## src/rtl/writeback_pc_update_if.sv

```systemverilog
// Bundle between the memory stage, decode read ports and the write-back/PC-update stage.
// The master drives the retiring instruction and the read addresses; the slave returns the architectural state.
interface writeback_pc_update_if;
    logic        instr_valid;
    logic [3:0]  icode;
    logic [3:0]  rA;
    logic [3:0]  rB;
    logic        cnd;
    logic [63:0] valC;
    logic [63:0] valP;
    logic [63:0] valE;
    logic [63:0] valM;
    logic        imem_error;
    logic        instr_invalid;
    logic        dmem_error;
    logic [3:0]  srcA;
    logic [3:0]  srcB;
    logic [63:0] rdA;
    logic [63:0] rdB;
    logic [63:0] pc;
    logic [2:0]  stat;
    logic        halted;
    logic [31:0] retired;

    modport master (
        output instr_valid, icode, rA, rB, cnd, valC, valP, valE, valM,
               imem_error, instr_invalid, dmem_error, srcA, srcB,
        input  rdA, rdB, pc, stat, halted, retired
    );

    modport slave (
        input  instr_valid, icode, rA, rB, cnd, valC, valP, valE, valM,
               imem_error, instr_invalid, dmem_error, srcA, srcB,
        output rdA, rdB, pc, stat, halted, retired
    );
endinterface

```

## src/rtl/writeback_pc_update.sv

```systemverilog
// Y86-64 write-back and PC-update stage: register file, PC, processor status and retire counter.
// Register reads are combinational with no bypass; all architectural state freezes once status leaves AOK.
module writeback_pc_update #(
    parameter logic [63:0] RESET_PC = 64'd0
) (
    input logic               clk,
    input logic               rst_n,
    writeback_pc_update_if.slave wb
);
    localparam logic [3:0] RNONE = 4'hF;
    localparam logic [3:0] RSP   = 4'h4;

    localparam logic [2:0] STAT_AOK = 3'd1;
    localparam logic [2:0] STAT_HLT = 3'd2;
    localparam logic [2:0] STAT_ADR = 3'd3;
    localparam logic [2:0] STAT_INS = 3'd4;

    localparam logic [3:0] I_HALT   = 4'h0;
    localparam logic [3:0] I_CMOV   = 4'h2;
    localparam logic [3:0] I_IRMOV  = 4'h3;
    localparam logic [3:0] I_MRMOV  = 4'h5;
    localparam logic [3:0] I_OP     = 4'h6;
    localparam logic [3:0] I_JXX    = 4'h7;
    localparam logic [3:0] I_CALL   = 4'h8;
    localparam logic [3:0] I_RET    = 4'h9;
    localparam logic [3:0] I_PUSH   = 4'hA;
    localparam logic [3:0] I_POP    = 4'hB;

    logic [63:0] regs_q [0:14];
    logic [63:0] pc_q, pc_d;
    logic [2:0]  stat_q, stat_d;
    logic [31:0] retired_q;
    logic [3:0]  dst_e, dst_m;
    logic        retire;

    always_comb begin
        dst_e = RNONE;
        dst_m = RNONE;
        case (wb.icode)
            I_CMOV:                         dst_e = wb.cnd ? wb.rB : RNONE;
            I_IRMOV, I_OP:                  dst_e = wb.rB;
            I_CALL, I_RET, I_PUSH, I_POP:   dst_e = RSP;
            default:                        dst_e = RNONE;
        endcase
        if (wb.icode == I_MRMOV || wb.icode == I_POP)
            dst_m = wb.rA;
    end

    // Fault priority: fetch address, then illegal instruction, then data address, then halt.
    always_comb begin
        if (wb.imem_error)
            stat_d = STAT_ADR;
        else if (wb.instr_invalid)
            stat_d = STAT_INS;
        else if (wb.dmem_error)
            stat_d = STAT_ADR;
        else if (wb.icode == I_HALT)
            stat_d = STAT_HLT;
        else
            stat_d = STAT_AOK;
    end

    always_comb begin
        pc_d = wb.valP;
        case (wb.icode)
            I_CALL:  pc_d = wb.valC;
            I_JXX:   pc_d = wb.cnd ? wb.valC : wb.valP;
            I_RET:   pc_d = wb.valM;
            default: pc_d = wb.valP;
        endcase
    end

    assign retire = wb.instr_valid && (stat_q == STAT_AOK);

    always_ff @(posedge clk) begin
        if (!rst_n) begin
            for (int i = 0; i < 15; i++)
                regs_q[i] <= 64'd0;
            pc_q      <= RESET_PC;
            stat_q    <= STAT_AOK;
            retired_q <= 32'd0;
        end else if (retire) begin
            if (stat_d == STAT_AOK) begin
                // dstM is written last so it wins when both target the same register.
                if (dst_e != RNONE)
                    regs_q[dst_e] <= wb.valE;
                if (dst_m != RNONE)
                    regs_q[dst_m] <= wb.valM;
                pc_q      <= pc_d;
                retired_q <= retired_q + 32'd1;
            end else if (stat_d == STAT_HLT) begin
                pc_q      <= wb.valP;
                retired_q <= retired_q + 32'd1;
                stat_q    <= STAT_HLT;
            end else begin
                stat_q    <= stat_d;
            end
        end
    end

    assign wb.rdA     = (wb.srcA == RNONE) ? 64'd0 : regs_q[wb.srcA];
    assign wb.rdB     = (wb.srcB == RNONE) ? 64'd0 : regs_q[wb.srcB];
    assign wb.pc      = pc_q;
    assign wb.stat    = stat_q;
    assign wb.halted  = (stat_q != STAT_AOK);
    assign wb.retired = retired_q;
endmodule

```

## src/flat_wrapper.sv

```systemverilog
// flat-port wrapper written by rule: the top's interface ports become plain ports
module writeback_pc_update_flat 
#(
    parameter logic [63:0] RESET_PC = 64'd0
)
  (clk, rst_n, wb_instr_valid, wb_icode, wb_rA, wb_rB, wb_cnd, wb_valC, wb_valP, wb_valE, wb_valM, wb_imem_error, wb_instr_invalid, wb_dmem_error, wb_srcA, wb_srcB, wb_rdA, wb_rdB, wb_pc, wb_stat, wb_halted, wb_retired);
  writeback_pc_update_if wb_i ();
  input logic clk;
  input logic rst_n;
  input wire logic [$bits(wb_i.instr_valid)-1:0] wb_instr_valid;
  input wire logic [$bits(wb_i.icode)-1:0] wb_icode;
  input wire logic [$bits(wb_i.rA)-1:0] wb_rA;
  input wire logic [$bits(wb_i.rB)-1:0] wb_rB;
  input wire logic [$bits(wb_i.cnd)-1:0] wb_cnd;
  input wire logic [$bits(wb_i.valC)-1:0] wb_valC;
  input wire logic [$bits(wb_i.valP)-1:0] wb_valP;
  input wire logic [$bits(wb_i.valE)-1:0] wb_valE;
  input wire logic [$bits(wb_i.valM)-1:0] wb_valM;
  input wire logic [$bits(wb_i.imem_error)-1:0] wb_imem_error;
  input wire logic [$bits(wb_i.instr_invalid)-1:0] wb_instr_invalid;
  input wire logic [$bits(wb_i.dmem_error)-1:0] wb_dmem_error;
  input wire logic [$bits(wb_i.srcA)-1:0] wb_srcA;
  input wire logic [$bits(wb_i.srcB)-1:0] wb_srcB;
  output wire logic [$bits(wb_i.rdA)-1:0] wb_rdA;
  output wire logic [$bits(wb_i.rdB)-1:0] wb_rdB;
  output wire logic [$bits(wb_i.pc)-1:0] wb_pc;
  output wire logic [$bits(wb_i.stat)-1:0] wb_stat;
  output wire logic [$bits(wb_i.halted)-1:0] wb_halted;
  output wire logic [$bits(wb_i.retired)-1:0] wb_retired;
  assign wb_i.instr_valid = wb_instr_valid;
  assign wb_i.icode = wb_icode;
  assign wb_i.rA = wb_rA;
  assign wb_i.rB = wb_rB;
  assign wb_i.cnd = wb_cnd;
  assign wb_i.valC = wb_valC;
  assign wb_i.valP = wb_valP;
  assign wb_i.valE = wb_valE;
  assign wb_i.valM = wb_valM;
  assign wb_i.imem_error = wb_imem_error;
  assign wb_i.instr_invalid = wb_instr_invalid;
  assign wb_i.dmem_error = wb_dmem_error;
  assign wb_i.srcA = wb_srcA;
  assign wb_i.srcB = wb_srcB;
  assign wb_rdA = wb_i.rdA;
  assign wb_rdB = wb_i.rdB;
  assign wb_pc = wb_i.pc;
  assign wb_stat = wb_i.stat;
  assign wb_halted = wb_i.halted;
  assign wb_retired = wb_i.retired;
  writeback_pc_update #(.RESET_PC(RESET_PC)) u_core (.clk(clk), .rst_n(rst_n), .wb(wb_i));
endmodule
```

## config.mk

```make
export PLATFORM = sky130hd
export DESIGN_NAME = writeback_pc_update_flat
export DESIGN_NICKNAME = d
export VERILOG_FILES = /design/src/rtl/writeback_pc_update_if.sv /design/src/rtl/writeback_pc_update.sv /design/src/flat_wrapper.sv
export SDC_FILE = /design/constraint.sdc
export NUM_CORES = 2
export LEC_CHECK = 0
export ABC_AREA = 0
export CELL_PAD_IN_SITES_DETAIL_PLACEMENT = 1
export CELL_PAD_IN_SITES_GLOBAL_PLACEMENT = 1
export CORE_MARGIN = 3
export CORE_UTILIZATION = 45
export DETAILED_ROUTE_END_ITERATION = 7
export PLACE_DENSITY_LB_ADDON = 0.05
export SLEW_MARGIN = 10
export SYNTH_ARGS = -nofsm -noshare
export SYNTH_HDL_FRONTEND = slang
export SYNTH_SLANG_ARGS = --single-unit
export TNS_END_PERCENT = 20
```

## constraint.sdc

```tcl
create_clock -name clk -period 18.03 [get_ports clk]
set_clock_uncertainty 0.1 [all_clocks]
set_input_delay 4.5075 -clock clk [delete_from_list [all_inputs] [get_ports clk]]
set_output_delay 4.5075 -clock clk [all_outputs]
set_load 0.02 [all_outputs]
```

Yosys cells after proc, flatten, opt, wreduce, memory -nomap -nowiden
Memories as Yosys holds them, arrays and structs flattened.
Index checks and enable logic that the tools add are counted.
W data, S select, Z words.
{ "op_classes": {"add_sub_neg": 1, "multipliers": 0, "div": 0, "order_cmp": 0, "eq_ne": 17, "shifts": 0, "muxes": 33, "bitwise": 1, "n_reduce_logical": 10} }
{ "op_table": {"columns": ["cell", "n"], "rows": [
  ["$mux W64", 7],
  ["$pmux W64 S3", 1],
  ["$reduce_or A64 Y1", 2],
  ["$mux W32", 2],
  ["$add A32 B1 Y32 const B", 1],
  ["$eq A4 B4 Y1 const B", 6],
  ["$mux W4", 4],
  ["$mux W1", 13],
  ["$eq A4 B3 Y1 const B", 3],
  ["$mux W3", 4],
  ["$pmux W4 S3", 1],
  ["$eq A4 B2 Y1 const B", 2],
  ["$ne A4 B4 Y1 const B", 2],
  ["$eq A3 B1 Y1 const B", 2],
  ["$logic_not A4 Y1", 1],
  ["$reduce_and A2 Y1", 2],
  ["$reduce_or A4 Y1", 1],
  ["$eq A3 B2 Y1 const B", 1],
  ["$ne A3 B1 Y1 const B", 1],
  ["$mux W2", 1],
  ["$reduce_bool A2 Y1", 1],
  ["$reduce_or A2 Y1", 1],
  ["$logic_and A1 B1 Y1", 1],
  ["$logic_or A1 B1 Y1", 1],
  ["$not A1 Y1", 1]
]} }
{ "totals": {"regBits": 99, "latchBits": 0, "ramBits": 960, "rom_bits": 0, "input_bits": 283, "out_inout_bits": 228, "wordCells": 66, "n_memories": 1} }
{ "memory_table": {"columns": ["memory", "words", "word_bits", "rd", "rd_ports_with_merged_regs", "wr", "line", "rtl"], "rows": [
  ["u_core.regs_q", 15, 64, 2, 0, 15, "writeback_pc_update.sv:29", "logic [63:0] regs_q [0:14];"]
]} }

Longest topological paths before layout
{ "logic_depth": {"word_depth": 12, "depth_mapped": 9, "depth_no_buf": 5} }

Worst setup path after synthesis
OpenSTA, ideal clock, no wires.
{ "synth_path": {"kind": "input-to-output", "start": "input wb_srcA[0]", "end": "output wb_rdA[10]", "arrival_time_ps": 6530, "slack_ps": 6892, "stages": 6, "n_path_buf": 3, "cell_sequence": "buf_2 > buf_2 > buf_1 > mux4_2 > mux4_2 > nor2b_1"} }
{ "synth_via": {"elab_chain_len": 2, "elab_cells_between_ends": 3} }
{ "synth_rtl": {"columns": ["element", "line", "rtl"], "rows": [
  ["from (decl)", "flat_wrapper.sv:22", "input wire logic [$bits(wb_i.srcA)-1:0] wb_srcA;"],
  ["$mem_v2 Z15 W64 / $eq A4 B4 Y1 (equally long branches)", null, null],
  ["$mux W64 (*)", "writeback_pc_update.sv:101", "assign wb.rdA = (wb.srcA == RNONE) ? 64'd0 : regs_q[wb.srcA];"],
  ["to (decl)", "flat_wrapper.sv:24", "output wire logic [$bits(wb_i.rdA)-1:0] wb_rdA;"]
]} }
Mark *: on every way between the ends. The rest lies on a longest branch, timed or not.

Final worst setup path
{ "layout_path": {"start": "input wb_srcA[1]", "end": "output wb_rdA[32]"} }
Same word-level chain as after synthesis.

==> impl_metrics.ini <==
[outcome]
outcome = finished clean

[synthesis]
netlist_top_cells_area = edfxtp_1 (48%), mux4_2 (23%), a22o_1 (8.9%), a32o_1 (4.0%), dfxtp_1 (3.1%)
yosys_warnings = 0
yosys.area.top_type = edfxtp_1
synthesis.area_per_instance_sq_um = 14.7
yosysMostFrequentCell = edfxtp_1
synth_top_family_by_area = multiplexers
synth-compound-area-share_pct = 15.5
synth_common_cells = edfxtp_1 (1024), a22o_1 (648), mux4_2 (640)
synthAdderAreaFrac_pct = 0.0196
yosys.area_share.simple_pct = 5.14
postSynthCellCount = 4342
netlist_area_sq_um = 63700
synth-main-ff-cell = edfxtp_1
synth_xor_area_share_pct = 0.371
synth-edff-count = 1024
ys_ff_latch = 1123
ys_types = 63
synth_seq_area_share_pct = 51.4
synthMuxAreaShare_pct = 22.6
ys_async_sr_fraction_pct = 0
netlist.area_leader.share_pct = 48.3

[clocking]
cts_made_buffers = 135
cts_resized = 0
cts_setup_buffers = 0
cts-root-buf = clkbuf_16
tritoncts = yes
clk_pin_slew_worst_paths_ns = 0.06
clock_latency_ns = 0.77
cts_sinks = 1123
htreeDepth = 4
hold_buffers = 0
clk_path_buf_depth = 3

[route]
vias = 48400
highest_layer = met5
wl_met1_um = 102000
post-route-drc-count = 0
drt_iter0_drc = 7445
via_per_inst = 7.52
met2_wirelength_um = 127000
drt_first_pass_iters = 5
routed-wl-met3_um = 32600
wl_um = 274000
ant_nets = 0
wl_per_cell_um = 42.6

[sta]
finalCriticalPeriod_ns = 12.80
fin_crit_sh_pct = 71.0
worst_pin_slew_ns = 1.27
fmax_ghz = 0.0781
fin_hold_ws_ns = 0.394
slew-limit-headroom_pct = 15.4
slew_viol_final = 0
final.setup.tns_ns = 0
rsz0062_at_grt = false
hold_viol_final = 0
setup_viol = 0

[worst_setup_path]
crit_path_end_kind = output pin
crit_required_ns = 13.42
worstSetupPathType = primary input to output pin
cp_data_arrival_time_ns = 8.19
crit_fanout = 87
cp-start-kind = primary input

[placed_design]
placed_area_sq_um = 69500
hpwlAfterDp_um = 150000
placedCellCount = 6173
port_buffers = 510
place.gp.congestion = 0.794

[layout]
multi_input_comb_area_sq_um = 28400
nets = 4718
area_growth_pct = 16.0
final_util_pct = 52.8
fill_cells = 13200
final_cells = 6437
layout-drive-gt1-share_pct = 22.3
final-seq-area_sq_um = 32700
fin_area_sq_um = 73900

[grt]
grt_pass1_wl_um = 382000
grtUsageTotal_pct = 36.9
grt_max_degree = 184
grt_pass1_vias = 49600
antenna_found_initial = 24
overflow = 0

[floorplan]
die-area_sq_um = 146000
rows = 137
die_h_um = 382
num_io_pins = 511
core-area_sq_um = 140000
start_util_pct = 45.5
die_x_um = 382

[pwr]
leakage_uw = 0.0251
peakVddDrop_mv = 0.0712
p_per_area_nw_per_um2 = 89.8

[hold_path]
hold_path.class = register to register

[run]
max-cap-violations = 0
[final timing paths]
path                                      start                            endpoint  slack (ns)  cells past startpoint
max                                  wb_srcA[1]                          wb_rdA[32]        5.23                      7
min          u_core.wb.retired[31]$_SDFFE_PN0P_  u_core.wb.retired[31]$_SDFFE_PN0P_        0.39                      2
max reg2reg      u_core.wb.stat[0]$_SDFFE_PN1P_      u_core.regs_q[6][26]$_DFFE_PP_       11.80                      9
min reg2reg  u_core.wb.retired[31]$_SDFFE_PN0P_  u_core.wb.retired[31]$_SDFFE_PN0P_        0.39                      2
[worst max-delay path, cell delays in order]
cell,delay (ns)
buf_8,0.67
buf_4,0.63
buf_4,0.58
mux4_2,0.40
mux4_2,0.53
nor2b_1,0.16
clkdlybuf4s50_1,0.57
[metrics by stage]
| stage | power, uW | worst slack (ns) |
|---|---|---|
| floorplan | 3510 | 6.89 |
| global placement | 3890 | 5.28 |
| detailed placement | 3900 | 5.26 |
| finish | 6640 | 5.23 |
| global route | 6790 | 5.19 |
| CTS | 6650 | 5.27 |
[layer usage]
layer / up-vias / GRT usage, %
met1: 25700 / 49.8
met4: 8 / 15.5
met3: 686 / 8.99
met2: 3761 / 57.2
met5: - / 0.231
li1: 18300 / -
[state kept, by name (all words and copies together) (netlist names)]
signal and flops:
u_core.wb.retired 32, u_core.regs_q 1024, u_core.wb.pc 64, u_core.wb.stat 3
[cell families (layout without fill, tap and decap cells)]
kind of cell    count (synthesis)  after routing
compound gates               1179           1179
xor+xnor                       27             27
fa+ha+maj                       1              1
buf+inv                       739            877
flops                        1123           1123
mux                           642            642
other cells                     1             82
simple gates                  630            630
[placed cells by master, fill, tap and decap left out, types with 8 or more instances in the layout]
cell and count:
a221oi_1 64, a22o_1 647, a32o_1 256, and2_1 27, and2_4 8, buf_4 113
bufinv_16 13, clkbuf_1 27, clkbuf_16 138, clkdlybuf4s50_1 501, clkinv_1 29, clkinv_2 18
conb_1 64, dfxtp_1 99, diode_2 18, edfxtp_1 1024, inv_6 10, mux4_2 640
nand2_1 206, nand3_1 71, nand4_1 13, nor2_1 72, nor2b_1 135, nor3_1 12
nor3_2 8, nor4_1 10, o21ai_0 189, xnor2_1 10, xor2_1 17
[area by class of cell]
class                   count  share of cell area (%)
inverters                   7                  0.0355
well taps                1876                    3.18
multi-input cells        2543                    38.4
clock buffers             172                    4.94
repair buffers            624                    8.15
flip-flops and latches   1123                    44.3
diodes                     18                  0.0609
clock inverters            74                   0.973
[report_power, final]
group / switching, uW / internal, uW
logic: 499 / 381
clock network: 1160 / 1620
registers: 50.2 / 2930
total: 1710 / 4930
(Power assumes the default switching activity.)
